--- config.mk ---
export PLATFORM = sky130hd
export DESIGN_NAME = uart_rx_ctrl_flat
export DESIGN_NICKNAME = d
export VERILOG_FILES = /design/src/rtl/uart_rx_ctrl_pkg.sv /design/src/rtl/uart_rx_ctrl_if.sv /design/src/rtl/uart_rx_fifo.sv /design/src/rtl/uart_rx_ctrl.sv /design/src/flat_wrapper.sv
export SDC_FILE = /design/constraint.sdc
export NUM_CORES = 1
export LEC_CHECK = 0
export CORE_UTILIZATION = 57
export CTS_BUF_LIST = sky130_fd_sc_hd__clkbuf_2 sky130_fd_sc_hd__clkbuf_4 sky130_fd_sc_hd__clkbuf_8
export DETAILED_ROUTE_END_ITERATION = 10
export MAX_ROUTING_LAYER = met4
export PLACE_DENSITY_LB_ADDON = 0.2
export SYNTH_ARGS = -nofsm -noshare
export SYNTH_HDL_FRONTEND = slang
export SYNTH_HIERARCHICAL = 1
export SYNTH_SLANG_ARGS = --single-unit
--- constraint.sdc ---
create_clock -name clk -period 4.95 [get_ports clk]
set_input_delay 1.2375 -clock clk [delete_from_list [all_inputs] [get_ports clk]]
set_output_delay 1.2375 -clock clk [all_outputs]
set_load 0.01 [all_outputs]
--- src/rtl/uart_rx_ctrl_pkg.sv ---
// Shared types and constants for the uart_rx control/buffer slice.
package uart_rx_ctrl_pkg;

  // Storage width for prescale inside the config record.
  // Wide enough for any practical PWIDTH; the top truncates on output.
  localparam int CFG_PRESCALE_W = 16;

  // Smallest oversampling ratio the receiver can work with.
  localparam int MIN_PRESCALE = 4;

  // Receiver configuration record: one active copy, one pending copy.
  typedef struct packed {
    logic [CFG_PRESCALE_W-1:0] prescale;
    logic                      parity_en;
    logic                      parity_type;
  } uart_rx_cfg_t;

  // Configuration after reset: 8x oversampling, parity off, even parity.
  localparam uart_rx_cfg_t CFG_RESET_DEFAULT = '{
    prescale:    16'd8,
    parity_en:   1'b0,
    parity_type: 1'b0
  };

  // Bits in one frame: start + data + parity slot + stop.
  function automatic int frame_bits(input int dwidth);
    return dwidth + 3;
  endfunction

  // Reset configuration with a caller-chosen prescale.
  function automatic uart_rx_cfg_t cfg_default(input int prescale);
    uart_rx_cfg_t c;
    c          = CFG_RESET_DEFAULT;
    c.prescale = CFG_PRESCALE_W'(prescale);
    return c;
  endfunction

endpackage

--- src/rtl/uart_rx_ctrl_if.sv ---
// Valid/ready byte stream carrying received data out of the controller.
interface uart_rx_ctrl_if #(
  parameter int DWIDTH = 8
);

  logic [DWIDTH-1:0] m_data;
  logic              m_valid;
  logic              m_ready;

  // Producer side: the controller presents data and valid.
  modport master (
    output m_data,
    output m_valid,
    input  m_ready
  );

  // Consumer side: accepts the head with ready.
  modport slave (
    input  m_data,
    input  m_valid,
    output m_ready
  );

endinterface

--- src/rtl/uart_rx_fifo.sv ---
// Small synchronous FIFO for received bytes. Head is read combinationally.
// A push while full is only taken when a pop happens in the same cycle;
// a pop while empty is ignored.
module uart_rx_fifo #(
  parameter int DWIDTH = 8,
  parameter int DEPTH  = 4
) (
  input  logic                     clk,
  input  logic                     rst,
  input  logic                     push,
  input  logic [DWIDTH-1:0]        din,
  input  logic                     pop,
  output logic [DWIDTH-1:0]        dout,
  output logic                     full,
  output logic                     empty,
  output logic [$clog2(DEPTH):0]   count
);

  localparam int AW = $clog2(DEPTH);
  localparam int CW = AW + 1;

  logic [DWIDTH-1:0] mem [DEPTH];
  logic [AW-1:0]     wr_ptr;
  logic [AW-1:0]     rd_ptr;
  logic [CW-1:0]     count_r;
  logic              pop_ok;
  logic              push_ok;

  assign empty   = (count_r == '0);
  assign full    = (count_r == CW'(DEPTH));
  assign pop_ok  = pop & ~empty;
  // When full, the slot being written is the one the pop frees this cycle.
  assign push_ok = push & (~full | pop_ok);

  assign dout  = mem[rd_ptr];
  assign count = count_r;

  // Storage write; data is never reset.
  always_ff @(posedge clk) begin
    if (push_ok) begin
      mem[wr_ptr] <= din;
    end
  end

  // Pointer and occupancy bookkeeping; pointers wrap at the power-of-two depth.
  always_ff @(posedge clk) begin
    if (rst) begin
      wr_ptr  <= '0;
      rd_ptr  <= '0;
      count_r <= '0;
    end else begin
      if (push_ok) begin
        wr_ptr <= wr_ptr + AW'(1);
      end
      if (pop_ok) begin
        rd_ptr <= rd_ptr + AW'(1);
      end
      case ({push_ok, pop_ok})
        2'b10:   count_r <= count_r + CW'(1);
        2'b01:   count_r <= count_r - CW'(1);
        default: count_r <= count_r;
      endcase
    end
  end

endmodule

--- src/rtl/uart_rx_ctrl.sv ---
// Control and buffering in front of uart_rx: stages configuration writes and
// applies them only between frames, buffers received bytes in a FIFO, and
// counts bytes lost to overrun.
module uart_rx_ctrl
  import uart_rx_ctrl_pkg::*;
#(
  parameter int DWIDTH       = 8,
  parameter int PWIDTH       = 6,
  parameter int DEPTH        = 4,
  parameter int RST_PRESCALE = 8
) (
  input  logic                   clk,
  input  logic                   rst,
  // configuration request
  input  logic                   cfg_wr,
  input  logic [PWIDTH-1:0]      cfg_prescale,
  input  logic                   cfg_parity_en,
  input  logic                   cfg_parity_type,
  output logic                   cfg_pending,
  output logic                   cfg_err,
  // serial line, observed only
  input  logic                   s_data,
  // active configuration towards uart_rx
  output logic [PWIDTH-1:0]      rx_prescale,
  output logic                   rx_parity_en,
  output logic                   rx_parity_type,
  // bytes from uart_rx
  input  logic [DWIDTH-1:0]      rx_p_data,
  input  logic                   rx_data_valid,
  // buffered output stream
  uart_rx_ctrl_if.master         m_if,
  output logic [$clog2(DEPTH):0] fifo_count,
  // status
  output logic                   line_idle,
  output logic                   overrun,
  output logic [7:0]             overrun_cnt
);

  localparam int FRAME_BITS = frame_bits(DWIDTH);
  localparam int IDLE_W     = $clog2(FRAME_BITS * ((1 << PWIDTH) - 1) + 1);
  localparam uart_rx_cfg_t CFG_RST = cfg_default(RST_PRESCALE);

  uart_rx_cfg_t      act_cfg;
  uart_rx_cfg_t      pend_cfg;
  logic              prescale_ok;
  logic              cfg_accept;
  logic              apply;
  logic [IDLE_W-1:0] idle_cnt;
  logic [IDLE_W-1:0] idle_limit;
  logic              fifo_full;
  logic              fifo_empty;
  logic              fifo_pop;
  logic              drop;

  // ---------------------------------------------------------------------------
  // Configuration staging
  // ---------------------------------------------------------------------------
  assign prescale_ok = (cfg_prescale >= PWIDTH'(MIN_PRESCALE));
  assign cfg_accept  = cfg_wr & prescale_ok;

  // A frame boundary is either a quiet line or the end-of-frame byte strobe.
  assign apply = cfg_pending & (line_idle | rx_data_valid);

  assign rx_prescale    = act_cfg.prescale[PWIDTH-1:0];
  assign rx_parity_en   = act_cfg.parity_en;
  assign rx_parity_type = act_cfg.parity_type;

  // Pending copy is data only; its validity lives in cfg_pending.
  always_ff @(posedge clk) begin
    if (cfg_accept) begin
      pend_cfg.prescale    <= CFG_PRESCALE_W'(cfg_prescale);
      pend_cfg.parity_en   <= cfg_parity_en;
      pend_cfg.parity_type <= cfg_parity_type;
    end
  end

  // Active config, pending flag and reject pulse. A write landing in the same
  // cycle as an apply becomes the new pending value while the older one goes live.
  always_ff @(posedge clk) begin
    if (rst) begin
      act_cfg     <= CFG_RST;
      cfg_pending <= 1'b0;
      cfg_err     <= 1'b0;
    end else begin
      cfg_err <= cfg_wr & ~prescale_ok;
      if (apply) begin
        act_cfg <= pend_cfg;
      end
      if (cfg_accept) begin
        cfg_pending <= 1'b1;
      end else if (apply) begin
        cfg_pending <= 1'b0;
      end
    end
  end

  // ---------------------------------------------------------------------------
  // Idle-line detection: one full frame time of continuous high line
  // ---------------------------------------------------------------------------
  // The line is used as-is; the receiver sees the same unsynchronised level.
  assign idle_limit = IDLE_W'(FRAME_BITS * int'(act_cfg.prescale));
  assign line_idle  = (idle_cnt == idle_limit);

  // Count consecutive high cycles; restart on a low bit or a config switch
  // so the frame time is always measured at the current baud.
  always_ff @(posedge clk) begin
    if (rst) begin
      idle_cnt <= '0;
    end else if (apply || !s_data) begin
      idle_cnt <= '0;
    end else if (idle_cnt < idle_limit) begin
      idle_cnt <= idle_cnt + IDLE_W'(1);
    end
  end

  // ---------------------------------------------------------------------------
  // Receive buffer
  // ---------------------------------------------------------------------------
  assign fifo_pop = m_if.m_valid & m_if.m_ready;

  uart_rx_fifo #(
    .DWIDTH (DWIDTH),
    .DEPTH  (DEPTH)
  ) u_fifo (
    .clk   (clk),
    .rst   (rst),
    .push  (rx_data_valid),
    .din   (rx_p_data),
    .pop   (fifo_pop),
    .dout  (m_if.m_data),
    .full  (fifo_full),
    .empty (fifo_empty),
    .count (fifo_count)
  );

  assign m_if.m_valid = ~fifo_empty;

  // ---------------------------------------------------------------------------
  // Overrun accounting
  // ---------------------------------------------------------------------------
  // A byte is lost only when the buffer is full and nothing leaves this cycle.
  assign drop = rx_data_valid & fifo_full & ~fifo_pop;

  // Registered drop pulse and saturating loss counter.
  always_ff @(posedge clk) begin
    if (rst) begin
      overrun     <= 1'b0;
      overrun_cnt <= 8'd0;
    end else begin
      overrun <= drop;
      if (drop && overrun_cnt != 8'hFF) begin
        overrun_cnt <= overrun_cnt + 8'd1;
      end
    end
  end

endmodule

--- src/flat_wrapper.sv ---
// flat-port wrapper written by rule: the top's interface ports become plain ports
module uart_rx_ctrl_flat import uart_rx_ctrl_pkg::*;
#(
  parameter int DWIDTH       = 8,
  parameter int PWIDTH       = 6,
  parameter int DEPTH        = 4,
  parameter int RST_PRESCALE = 8
)
  (clk, rst, cfg_wr, cfg_prescale, cfg_parity_en, cfg_parity_type, cfg_pending, cfg_err, s_data, rx_prescale, rx_parity_en, rx_parity_type, rx_p_data, rx_data_valid, fifo_count, line_idle, overrun, overrun_cnt, m_if_m_data, m_if_m_valid, m_if_m_ready);
  uart_rx_ctrl_if #(.DWIDTH(DWIDTH)) m_if_i ();
  input  logic clk;
  input  logic rst;
  input  logic cfg_wr;
  input  logic [PWIDTH-1:0] cfg_prescale;
  input  logic cfg_parity_en;
  input  logic cfg_parity_type;
  output logic cfg_pending;
  output logic cfg_err;
  input  logic s_data;
  output logic [PWIDTH-1:0] rx_prescale;
  output logic rx_parity_en;
  output logic rx_parity_type;
  input  logic [DWIDTH-1:0] rx_p_data;
  input  logic rx_data_valid;
  output logic [$clog2(DEPTH):0] fifo_count;
  output logic line_idle;
  output logic overrun;
  output logic [7:0] overrun_cnt;
  output wire logic [$bits(m_if_i.m_data)-1:0] m_if_m_data;
  output wire logic [$bits(m_if_i.m_valid)-1:0] m_if_m_valid;
  input wire logic [$bits(m_if_i.m_ready)-1:0] m_if_m_ready;
  assign m_if_m_data = m_if_i.m_data;
  assign m_if_m_valid = m_if_i.m_valid;
  assign m_if_i.m_ready = m_if_m_ready;
  uart_rx_ctrl #(.DWIDTH(DWIDTH), .PWIDTH(PWIDTH), .DEPTH(DEPTH), .RST_PRESCALE(RST_PRESCALE)) u_core (.clk(clk), .rst(rst), .cfg_wr(cfg_wr), .cfg_prescale(cfg_prescale), .cfg_parity_en(cfg_parity_en), .cfg_parity_type(cfg_parity_type), .cfg_pending(cfg_pending), .cfg_err(cfg_err), .s_data(s_data), .rx_prescale(rx_prescale), .rx_parity_en(rx_parity_en), .rx_parity_type(rx_parity_type), .rx_p_data(rx_p_data), .rx_data_valid(rx_data_valid), .m_if(m_if_i), .fifo_count(fifo_count), .line_idle(line_idle), .overrun(overrun), .overrun_cnt(overrun_cnt));
endmodule
==> flow_metrics.env <==
export IMPL_status="finished, violations left"
export IMPL_failed_checks="DRC"
export IMPL_grt_pass1_vias=2572
export IMPL_synthMuxAreaShare=0.07388
export IMPL_cts_tree="yes"
export IMPL_final_common_cell="clkdlybuf4s50_1"
export IMPL_crit_type="reg -> out"
export IMPL_fill_cells=446
export IMPL_dieArea_mm2=0.007047
export IMPL_grt_start_max_net_pins=30
export IMPL_slew_viol_final=0
export IMPL_ys_top_cells_by_area="edfxtp_1 (31%), dfxtp_1 (20%), ha_1 (10%)"
export IMPL_period_minus_slack_ps=4707
export IMPL_p_comb_frac=0.134
export IMPL_globalRouteTotalUtil=0.2212
export IMPL_ys_types=53
export IMPL_async_flop_share=0
export IMPL_cp_required_ps=3710
export IMPL_globalplace_congestion=0.7770
export IMPL_finalNetCount=441
export IMPL_synth_area_per_cell_um2=11.81
export IMPL_path_max_fanout=4
export IMPL_synthCells=324
export IMPL_clk_pin_slew_worst_paths_ps=90
export IMPL_clk_path_buf_depth=2
export IMPL_drive_above_1_share=0.1082
export IMPL_worstSkewPairLatency_ps=350
export IMPL_num_vias=2615
export IMPL_p_switching_mw=0.3598
export IMPL_synth_fa_ha_area_frac=0.1255
export IMPL_finalSetupViolations=0
export IMPL_numCtsBuffers=9
export IMPL_cts_root_buf="clkbuf_8"
export IMPL_fmax_mhz=212.5
export IMPL_cp_start_kind="register"
export IMPL_pwr_share_clk=0.349
export IMPL_crit_arrival_ps=3470
export IMPL_placementRows=29
export IMPL_num_io_pins=54
export IMPL_seq_power_share=0.517
export IMPL_drt_pass1_iterations=7
export IMPL_area_delta_synth_final_pct=22.10
export IMPL_seq_area_frac_synth=0.5126
export IMPL_intPower_mw=1.052
export IMPL_ir_drop_mv=0.2692
export IMPL_synthSimpleGateAreaFrac=0.1357
export IMPL_placed_cell_area_mm2=0.004439
export IMPL_ant_nets=0
export IMPL_cts_num_sinks=78
export IMPL_powerDensity_mw_per_mm2=302.1
export IMPL_post_route_util=0.7276
export IMPL_antenna_cells=0
export IMPL_endpoint_kind="primary output"
export IMPL_synth_area_mm2=0.003827
export IMPL_grt_pass1_wl_um=11730
export IMPL_hold_viol_final=0
export IMPL_netlist_area_leader_share=0.3138
export IMPL_die_width_um=83.95
export IMPL_postCtsSetupRepairBufs=0
export IMPL_core_area_mm2=0.006422
export IMPL_antenna_found_initial=0
export IMPL_synth_flop_cell="edfxtp_1"
export IMPL_relSlewSlack=0.3313
export IMPL_overflow=0
export IMPL_synth_edff_count=40
export IMPL_synth_xor_area_share=0.03204
export IMPL_r2r_start="u_core/rx_prescale[1]"
export IMPL_sw_frac_of_total=0.2548
export IMPL_wirelength_um=6979
export IMPL_tns_ps=0
export IMPL_final_setup_skew_ps=10.14
export IMPL_tightest_slew_ps=1000
export IMPL_period_share=0.9509
export IMPL_drt_iter0_drc=116
export IMPL_hp_class="reg -> reg"
export IMPL_min_delay_start="u_core/idle_cnt[9]"
export IMPL_synth_compound_area_share=0.08500
export IMPL_synth_top_family_by_area="simple AND/OR/NAND/NOR gates"
export IMPL_initial_core_util=0.5959
export IMPL_yosysTopAreaCell="edfxtp_1"
export IMPL_multiInputGateArea_mm2=0.001754
export IMPL_layout_common_cells="clkdlybuf4s50_1 (52), edfxtp_1 (40), dfxtp_1 (37), ha_1 (32), nor2_1 (30)"
export IMPL_die_y_um=83.95
export IMPL_register_area_mm2=0.001963
export IMPL_p_leak_nw=1.780
export IMPL_ys_ff_latch=78
export IMPL_crit_start="u_core/rx_prescale[1]"
export IMPL_syn_nets=382
export IMPL_ys_warn_count=6
export IMPL_remaining_drc_errors=6
export IMPL_detail_route_wl_per_cell_um=15.01
export IMPL_grt_setup_unrepaired="false"
export IMPL_h_tree_depth=3
export IMPL_drv_cap=0
export IMPL_dp_hpwl_um=5012
export IMPL_final_cell_area_mm2=0.004673
export IMPL_buffer_ports_inserted=53
export IMPL_viasPerCell=5.624
## through the flow
stage | setup WS [ps] | power [mW] | hold WS, ps | std cells
3_3_place_gp | 104.4 | 0.9217 | 459.2 | 449
2_1_floorplan | 680.0 | 0.8522 | 452.5 | 324
3_5_place_dp | 84.44 | 0.9295 | 474.6 | 449
6_report | 243.3 | 1.412 | 493.3 | 465
4_1_cts | 55.96 | 1.427 | 494.9 | 465
5_1_grt | 93.62 | 1.477 | 511.1 | 465
## path summary, 6_finish.rpt
kind	to	slack, ps	cells after the start
setup / recovery	line_idle	240	12
hold reg to reg	u_core/idle_cnt[9]	490	2
setup reg to reg	u_core/idle_cnt[9]	910	14
hold / removal	u_core/idle_cnt[9]	490	2
## Yosys cell counts (2+ instances only)
cell	n
or3_1	5
nand2b_1	4
xnor2_1	10
or4_1	5
nor4_1	2
o21bai_1	2
nor3b_1	2
edfxtp_1	40
buf_2	3
nor3_1	4
ha_1	32
clkbuf_1	3
xor2_1	4
and4_1	3
a21oi_1	15
mux4_2	8
fa_1	4
dfxtp_1	38
nor2b_1	3
nand3_1	9
a211oi_1	2
mux2i_1	8
buf_1	2
nor2_1	30
nor4b_1	2
o31ai_1	3
or2_2	2
o21ai_0	11
nand2_1	12
and2_1	5
a211o_1	3
nand3b_1	2
inv_1	24
nand4_1	3
## worst max-delay path, cell delays in order (launching register included)
cell	delay, ps
dfxtp_1	340
ha_1	310
fa_1	460
ha_1	320
nor2b_1	140
o21a_1	180
o21ai_2	140
nor4b_4	210
a311oi_1	80
ha_1	300
and4_4	250
and4_4	240
clkbuf_2	140
## logic make-up after synthesis
| kind of cell | Yosys count |
|---|---|
| AND/OR/NAND/NOR | 96 |
| flip-flops | 78 |
| buffers and inverters | 33 |
| multiplexers | 18 |
| AO/OA/AOI/OAI | 49 |
| adder cells (fa/ha/maj) | 36 |
| XOR/XNOR | 14 |
## power groups by stage
| stage | logic (mW) | registers, mW | clock network (mW) |
|---|---|---|---|
| finish | 0.189 | 0.730 | 0.493 |
| global route | 0.211 | 0.733 | 0.533 |
| CTS | 0.190 | 0.730 | 0.507 |
| detailed placement | 0.185 | 0.744 | 0 |
| global placement | 0.180 | 0.742 | 0 |
| floorplan | 0.113 | 0.739 | 0 |
## final cells by class
cell class / instances / area share
Clock inverter: 7 / 0.01928
Multi-Input combinational cell: 213 / 0.3754
Timing Repair Buffer: 57 / 0.1189
Sequential cell: 78 / 0.4201
Tap cell: 77 / 0.02062
Inverter: 24 / 0.01928
Clock buffer: 9 / 0.02651
## layer usage
layer / GRT usage / wire, um
met5: - / 0
met4: 0.06270 / 49
met2: 0.3621 / 3445
met3: 0.06924 / 350
met1: 0.2643 / 3134
## flip-flops by register name, summed over array words and instances, names as in the netlist, named ones only
signal                 count
u_core/u_fifo/rd_ptr       2
u_core/rx_parity_en        1
u_core/u_fifo/count        3
u_core/overrun             1
u_core/rx_prescale         6
u_core/rx_parity_type      1
u_core/pend_cfg            8
u_core/cfg_pending         1
u_core/u_fifo/wr_ptr       2
u_core/cfg_err             1
u_core/u_fifo/mem         32
u_core/idle_cnt           10
u_core/overrun_cnt         8
## repair_timing
action                                  4_1_cts  5_1_grt
pin swaps                                     0        1
gates resized for setup                       5        5
hold buffers                                  0        0
endpoints found under the setup margin        1        1
Note: power is estimated with default switching activity, not from simulation.
